==> src/rtl/gmii_demux.sv <==
`timescale 1ns/1ps
// gmii_demux: routes tagged GMII frames from a single byte stream to one of
// NUM_OUTPUTS handshaked outputs. Each output has its own store-and-forward
// FIFO, so a frame only becomes readable once its last byte has been written.
// Frames that overflow their FIFO, or that carry an out-of-range tag, are
// dropped whole.
module gmii_demux #(
   parameter int unsigned NUM_OUTPUTS = 2,
   parameter int unsigned FIFO_DEPTH  = 64
)(
   input  logic                          Clk,
   input  logic                          Rst,
   input  logic [7:0]                    Input_data,
   input  logic                          Input_valid,
   input  logic                          Input_last,
   output logic [NUM_OUTPUTS-1:0][7:0]   Output_data,
   output logic [NUM_OUTPUTS-1:0]        Output_valid,
   output logic [NUM_OUTPUTS-1:0]        Output_last,
   input  logic [NUM_OUTPUTS-1:0]        Output_ready,
   output logic [NUM_OUTPUTS-1:0]        Frame_dropped,
   output logic                          Bad_tag
);

   localparam int unsigned AW = $clog2(FIFO_DEPTH);
   localparam int unsigned SW = (NUM_OUTPUTS > 1) ? $clog2(NUM_OUTPUTS) : 1;
   localparam logic [AW:0] PTR_ONE  = (AW+1)'(1);
   localparam logic [AW:0] PTR_FULL = (AW+1)'(FIFO_DEPTH);

   typedef enum logic [1:0] {
      S_IDLE,
      S_ACCEPT,
      S_DISCARD
   } state_t;

   state_t state, state_nxt;

   logic [SW-1:0] sel_q, sel_nxt;
   logic [SW-1:0] tag_sel;
   logic [SW-1:0] cur_sel;
   logic          tag_bad;

   // Pointers carry one extra wrap bit so full and empty are distinguishable.
   logic [AW:0] wr_ptr     [NUM_OUTPUTS];
   logic [AW:0] commit_ptr [NUM_OUTPUTS];
   logic [AW:0] rd_ptr     [NUM_OUTPUTS];
   logic [8:0]  mem        [NUM_OUTPUTS][FIFO_DEPTH];

   logic [NUM_OUTPUTS-1:0] full;
   logic [NUM_OUTPUTS-1:0] rd_fire;

   logic wr_en;
   logic commit;
   logic rewind;
   logic drop;
   logic bad;

   assign tag_bad = (32'(Input_data) >= NUM_OUTPUTS);
   assign tag_sel = Input_data[SW-1:0];
   // The tag byte is routed directly; later bytes use the latched selection.
   assign cur_sel = (state == S_IDLE) ? tag_sel : sel_q;

   // FIFO full flags, using the registered read pointer of this cycle.
   always_comb begin
      full = '0;
      for (int unsigned i = 0; i < NUM_OUTPUTS; i++) begin
         full[i] = ((wr_ptr[i] - rd_ptr[i]) == PTR_FULL);
      end
   end

   // First-word-fall-through read side: only committed bytes are visible.
   always_comb begin
      Output_valid = '0;
      Output_data  = '0;
      Output_last  = '0;
      rd_fire      = '0;
      for (int unsigned i = 0; i < NUM_OUTPUTS; i++) begin
         Output_valid[i] = (commit_ptr[i] != rd_ptr[i]);
         Output_data[i]  = mem[i][rd_ptr[i][AW-1:0]][7:0];
         Output_last[i]  = mem[i][rd_ptr[i][AW-1:0]][8];
         rd_fire[i]      = (commit_ptr[i] != rd_ptr[i]) && Output_ready[i];
      end
   end

   // Input FSM state and selected-output register.
   always_ff @(posedge Clk) begin
      if (Rst) begin
         state <= S_IDLE;
         sel_q <= '0;
      end else begin
         state <= state_nxt;
         sel_q <= sel_nxt;
      end
   end

   // Input FSM next state plus write/commit/rewind/drop decisions.
   always_comb begin
      state_nxt = state;
      sel_nxt   = sel_q;
      wr_en     = 1'b0;
      commit    = 1'b0;
      rewind    = 1'b0;
      drop      = 1'b0;
      bad       = 1'b0;
      case (state)
         S_IDLE: begin
            if (Input_valid) begin
               if (tag_bad) begin
                  bad = 1'b1;
                  if (!Input_last) state_nxt = S_DISCARD;
               end else begin
                  sel_nxt = tag_sel;
                  if (full[tag_sel]) begin
                     drop = 1'b1;
                     if (!Input_last) state_nxt = S_DISCARD;
                  end else begin
                     wr_en = 1'b1;
                     if (Input_last) commit = 1'b1;
                     else            state_nxt = S_ACCEPT;
                  end
               end
            end
         end
         S_ACCEPT: begin
            if (Input_valid) begin
               if (!full[sel_q]) begin
                  wr_en = 1'b1;
                  if (Input_last) begin
                     commit    = 1'b1;
                     state_nxt = S_IDLE;
                  end
               end else begin
                  // Out of room mid-frame: discard everything written so far.
                  rewind    = 1'b1;
                  drop      = 1'b1;
                  state_nxt = Input_last ? S_IDLE : S_DISCARD;
               end
            end
         end
         S_DISCARD: begin
            if (Input_valid && Input_last) state_nxt = S_IDLE;
         end
         default: state_nxt = S_IDLE;
      endcase
   end

   // Per-output pointer updates: read advance, write/commit, and rewind.
   always_ff @(posedge Clk) begin
      if (Rst) begin
         for (int unsigned i = 0; i < NUM_OUTPUTS; i++) begin
            wr_ptr[i]     <= '0;
            commit_ptr[i] <= '0;
            rd_ptr[i]     <= '0;
         end
      end else begin
         for (int unsigned i = 0; i < NUM_OUTPUTS; i++) begin
            if (rd_fire[i]) rd_ptr[i] <= rd_ptr[i] + PTR_ONE;
            if (cur_sel == SW'(i)) begin
               if (wr_en) begin
                  wr_ptr[i] <= wr_ptr[i] + PTR_ONE;
                  if (commit) commit_ptr[i] <= wr_ptr[i] + PTR_ONE;
               end else if (rewind) begin
                  wr_ptr[i] <= commit_ptr[i];
               end
            end
         end
      end
   end

   // FIFO storage writes of {last, data}.
   always_ff @(posedge Clk) begin
      for (int unsigned i = 0; i < NUM_OUTPUTS; i++) begin
         if (wr_en && (cur_sel == SW'(i))) begin
            mem[i][wr_ptr[i][AW-1:0]] <= {Input_last, Input_data};
         end
      end
   end

   // Registered single-cycle status pulses.
   always_ff @(posedge Clk) begin
      if (Rst) begin
         Bad_tag       <= 1'b0;
         Frame_dropped <= '0;
      end else begin
         Bad_tag <= bad;
         for (int unsigned i = 0; i < NUM_OUTPUTS; i++) begin
            Frame_dropped[i] <= drop && (cur_sel == SW'(i));
         end
      end
   end

endmodule

==> config.mk <==
export PLATFORM = sky130hd
export DESIGN_NAME = gmii_demux
export DESIGN_NICKNAME = d
export VERILOG_FILES = /design/src/rtl/gmii_demux.sv
export SDC_FILE = /design/constraint.sdc
export NUM_CORES = 1
export LEC_CHECK = 0
export CAP_MARGIN = 30
export CORE_UTILIZATION = 55
export CTS_BUF_LIST = sky130_fd_sc_hd__clkbuf_2
export DETAILED_ROUTE_END_ITERATION = 6
export HOLD_SLACK_MARGIN = 0.12
export MAX_ROUTING_LAYER = met4
export PLACE_DENSITY = 0.72
export SLEW_MARGIN = 25
export SYNTH_ARGS = -nofsm -noshare
export SYNTH_HDL_FRONTEND = slang
export SYNTH_SLANG_ARGS = --single-unit
==> constraint.sdc <==
create_clock -name Clk -period 6.9 [get_ports Clk]
set_clock_uncertainty 0.2 [all_clocks]
set_input_delay 1.725 -clock Clk [delete_from_list [all_inputs] [get_ports Clk]]
set_output_delay 1.725 -clock Clk [all_outputs]
set_load 0.1 [all_outputs]
After elaboration in Yosys (flattened, before gate mapping)
Memory sizes are Yosys's and may differ from the RTL's. Cells that the tools add are included.

Register bits after elaboration: 6. Bits in writable memories: 1194. Input port bits: 14. Output and inout bits: 23. Logic and storage cells: 157. Memories: 4.

Add/subtract/negate cells: 6. $lt $le $gt $ge: 9. Equal/unequal tests: 11. Mux-type cells: 93. Bitwise logic cells: 16. Reduce and logical (&&, ||, !) cells: 14.

Memories: mem (words 2, width 576, rd ports 2, clocked after Yosys merged registers in 0, write ports 1, RTL line 46) `logic [8:0] mem [NUM_OUTPUTS][FIFO_DEPTH];`; commit_ptr (words 2, width 7, rd ports 2, clocked after Yosys merged registers in 0, write ports 2, RTL line 44) `logic [AW:0] commit_ptr [NUM_OUTPUTS];`; rd_ptr (words 2, width 7, rd ports 2, clocked after Yosys merged registers in 0, write ports 2, RTL line 45) `logic [AW:0] rd_ptr [NUM_OUTPUTS];`; wr_ptr (words 2, width 7, rd ports 2, clocked after Yosys merged registers in 0, write ports 2, RTL line 43) `logic [AW:0] wr_ptr [NUM_OUTPUTS];`.

Operators by type and width (number): $mux W576 (4); $reduce_or A576 Y1 (1); $bmux W9 S6 (2); $demux W9 S6 (2); $mux W1 (57); $mux W7 (8); $mux W9 (6); $add A7 B1 Y7 const B (4); $ge A7 B7 Y1 const B (4); $not A6 Y7 (4); $mux W2 (10); $eq A7 B7 Y1 const B (2); $lt A7 B1 Y1 const B (2); $ne A7 B7 Y1 (2); $sub A7 B7 Y7 (2); $logic_and A1 B1 Y1 (9); $ge A8 B2 Y1 const B (1); $or A1 B1 Y1 (8); $ne A2 B2 Y1 const B (3); $pmux W1 S2 (3); $pmux W2 S3 (1); $reduce_and A5 Y1 (1); $lt A1 B2 Y1 const B (2); $ne A4 B3 Y1 const B (1); other kinds (7) (10).

Depth between registers and ports, before layout
Word-level depth: 14. Depth in mapped cells: 12. Gate-level depth less buffers: 9.

Least setup slack after synthesis
No wires, ideal clock.

Path kind: reg2out. Start point: mem rd_ptr[0][7] (netlist bit). End point: out Output_data[8] (netlist bit). Arrival time: 2.832 ns. Data required time: 4.975 ns. Path slack: 2.143 ns. Cell stages (with the launch flop): 7. Path buffers: 3. Cell sequence: edfxtp_1 -> clkbuf_1 -> buf_2 -> buf_2 -> mux4_2 -> mux4_2 -> mux4_2.

RTL lines: from (decl) (RTL line 45); to (decl) (RTL line 16) `output logic [NUM_OUTPUTS-1:0][7:0] Output_data,`.

==> flow_summary.ini <==
[timing]
fin_tns_setup_ps = 0
finalHoldViolCount = 0
slew_headroom_pct = 32.6
finalCriticalPeriod_ps = 6650
finalMaxSlewViolations = 0
tightest_slew_ps = 1010
setup_viol = 0
max_freq_ghz = 0.150
rsz0062_at_grt = false
finalCritPeriodShare_pct = 96.3

[floorplanning]
die-area_mm2 = 0.0873
die_w_um = 296
pin_count = 37
initial_utilization_pct = 55.6
rows = 107
die_y_um = 296
core_area_mm2 = 0.0853

[outcome]
outcome = complete, no violations

[logic_synthesis]
yosys_warnings = 0
synthCells = 2119
syn_nets = 2149
synthXorXnorAreaFrac_pct = 0.684
synth_seq_cells = 1200
ys.flop_type = edfxtp_1
synth-edff-count = 1194
synth_cell_type_count = 56
yosysSeqAreaShare_pct = 75.9
synth_compound_area_share_pct = 0.623
synth_mux_area_share_pct = 18.2
synth-adder-area-share_pct = 0.423
synth_top_family_by_area = multiplexers
syn_area_mm2 = 0.0474
async_flop_share_pct = 0
syn_avg_cell_area_um2 = 22.4
synth-simple-area-share_pct = 3.01

[setup_path]
reg2regPathDepth = 9
worst-path-max-fanout = 68
arrival_ps = 4720
start_kind = flip-flop
cp_data_required_time_ps = 4970
path_class = reg -> out
cp-end-kind = output port

[power]
p_clk_share_pct = 31.7
power_switching_mw = 3.67
total_power_mw = 14.1
cellPowerDensity_mw_per_mm2 = 273
ir_worst_vdd_mv = 0.228
combPwrFrac_pct = 11.2
internal_power_mw = 10.4
p_seq_share_pct = 57.0
swShare_pct = 26.0
p_leak_nw = 16.3

[placed_design]
placed_cells = 3223
io_buffers = 36
hpwlAfterDp_mm = 62.0
gp_congestion = 0.866

[global_route]
antenna_found_initial = 2
grt_max_degree = 150
gr-total-overflow = 0
grt_usage_pct = 25.3
grt_pass1_wl_mm = 153
grt_pass1_vias = 23800

[drt]
vias = 22800
wire_per_inst_um = 27.6
wirelength_mm = 103
drt_iter0_markers = 2410
dr.pass1.iters = 7
final_antenna_net_count = 0
route.detailed.drc = 0
viasPerCell = 6.12

[final_layout]
final_cells = 3730
postLayoutCoreUtil_pct = 60.6
area_growth_pct = 8.99
final_layout_size_suffix_gt1_share_pct = 35.4
fin_nets = 2430

[clock_tree]
cts.sink_count = 1200
clock_latency_ps = 1460
cts_tree = yes
cts_buffer_depth = 4
clk_pin_slew_ps = 100
numCtsBuffers = 303
holdBufCountCts = 0
cts_max_level = 5
cts_root_buf = clkbuf_2

[min_path]
hold_class = reg -> reg
hold_depth = 2

[job]
drv_cap = 0
## cell usage in the layout (no fill, tap or decap), drive strengths merged, types with 3 or more instances in the layout
cell type / n
a21o: 3
a21oi: 10
and3: 3
buf: 77
bufinv: 5
clkbuf: 420
clkdlybuf4s50: 9
clkinv: 57
dfxtp: 6
diode: 8
edfxtp: 1194
ha: 16
inv: 26
mux2i: 9
mux4: 378
nand2: 34
nand2b: 9
nand3: 26
nand3b: 3
nand4: 3
nor2: 162
nor2b: 6
nor3: 21
nor4: 5
nor4b: 6
o21a: 4
o21ai: 6
o31ai: 5
or3: 13
xnor2: 21
xor2: 16
## cells in the mapped netlist, types with 4 or more instances
cell	instances	area (µm²)
edfxtp_1	1194	35900
mux4_2	378	8510
nor2_1	153	574
clkbuf_1	57	214
nand2_1	34	128
buf_2	29	145
nand3_1	26	130
buf_1	24	90.1
inv_1	23	86.3
xnor2_1	21	184
nor3_1	20	100
ha_1	16	200
xor2_1	16	140
or3_1	13	81.3
a21oi_1	10	50.1
mux2i_1	9	90.1
nand2b_1	9	56.3
nor2_2	9	56.3
dfxtp_1	6	120
nor2b_1	6	37.5
o21ai_0	6	30.0
nor4b_1	5	43.8
o31ai_1	5	37.5
nor4_1	4	25.0
o21a_1	4	30.0
## power by group through the flow
stage	logic [mW]	registers, mW	clock network, mW
after global placement	1.57	8.22	0
after CTS	1.60	8.05	4.58
after detailed placement	1.59	8.22	0
after floorplan	1.08	8.20	0
final	1.58	8.05	4.48
after global routing	1.66	8.05	4.93
## final cells by class
class	count	area, µm²
Antenna cell	8	20.0
Sequential cell	1200	36000
Tap cell	1144	1430
Inverter	24	92.6
Timing Repair Buffer	87	782
Clock buffer	419	2100
Fill cell	6045	33600
Multi-Input combinational cell	784	10900
Clock inverter	64	383
## layer usage
metal  vias to the layer above  GRT usage (%)  wire, µm
met1                     11900           32.9     39600
met2                      1110           39.8     52600
met3                       214           4.91      7770
met4                         0           10.1      3140
met5                         -              -         0
li1                       9634              -         -
## final timing paths
check	startpoint	to	slack, ps
worst max-delay path	rd_ptr[0][7]	Output_last[1]	250
worst min-delay path	commit_ptr[0][5]	wr_ptr[0][5]	350
worst max register to register	rd_ptr[0][3]	mem[0][188]	2320
worst min register to register	commit_ptr[0][5]	wr_ptr[0][5]	350
## flip-flops by register name (all words and copies together), names as in the netlist
name           cells
Bad_tag            1
rd_ptr            14
sel_q              1
commit_ptr        14
state              2
mem             1152
Frame_dropped      2
wr_ptr            14
## metrics by stage
step	setup WS (ps)	hold slack, ps	area (µm²)
2_1_floorplan	2140	287	47400
3_3_place_gp	1550	313	49000
3_5_place_dp	1540	343	49000
4_1_cts	57.2	263	51500
5_1_grt	23.3	282	51600
6_report	255	347	51600
## cells by family after synthesis
| kind of cell | count (synthesis) |
|---|---|
| AOI/OAI and AO/OA | 42 |
| DFF | 1200 |
| and+or+nand+nor | 301 |
| muxes | 388 |
| buffers and inverters | 135 |
| adders and majority gates | 16 |
| xor gates and xnor gates | 37 |
## repair_timing
item | in CTS | in global routing
setup endpoints to repair | 9 | 0
setup buffers | 4 | 0
gates resized for setup | 0 | 0
## critical path: stages (launching register included)
cell and delay (ps):
edfxtp_1 700, buf_12 490, mux4_2 630, mux4_2 570, mux4_2 530, buf_4 260
(Power assumes the default switching activity.)
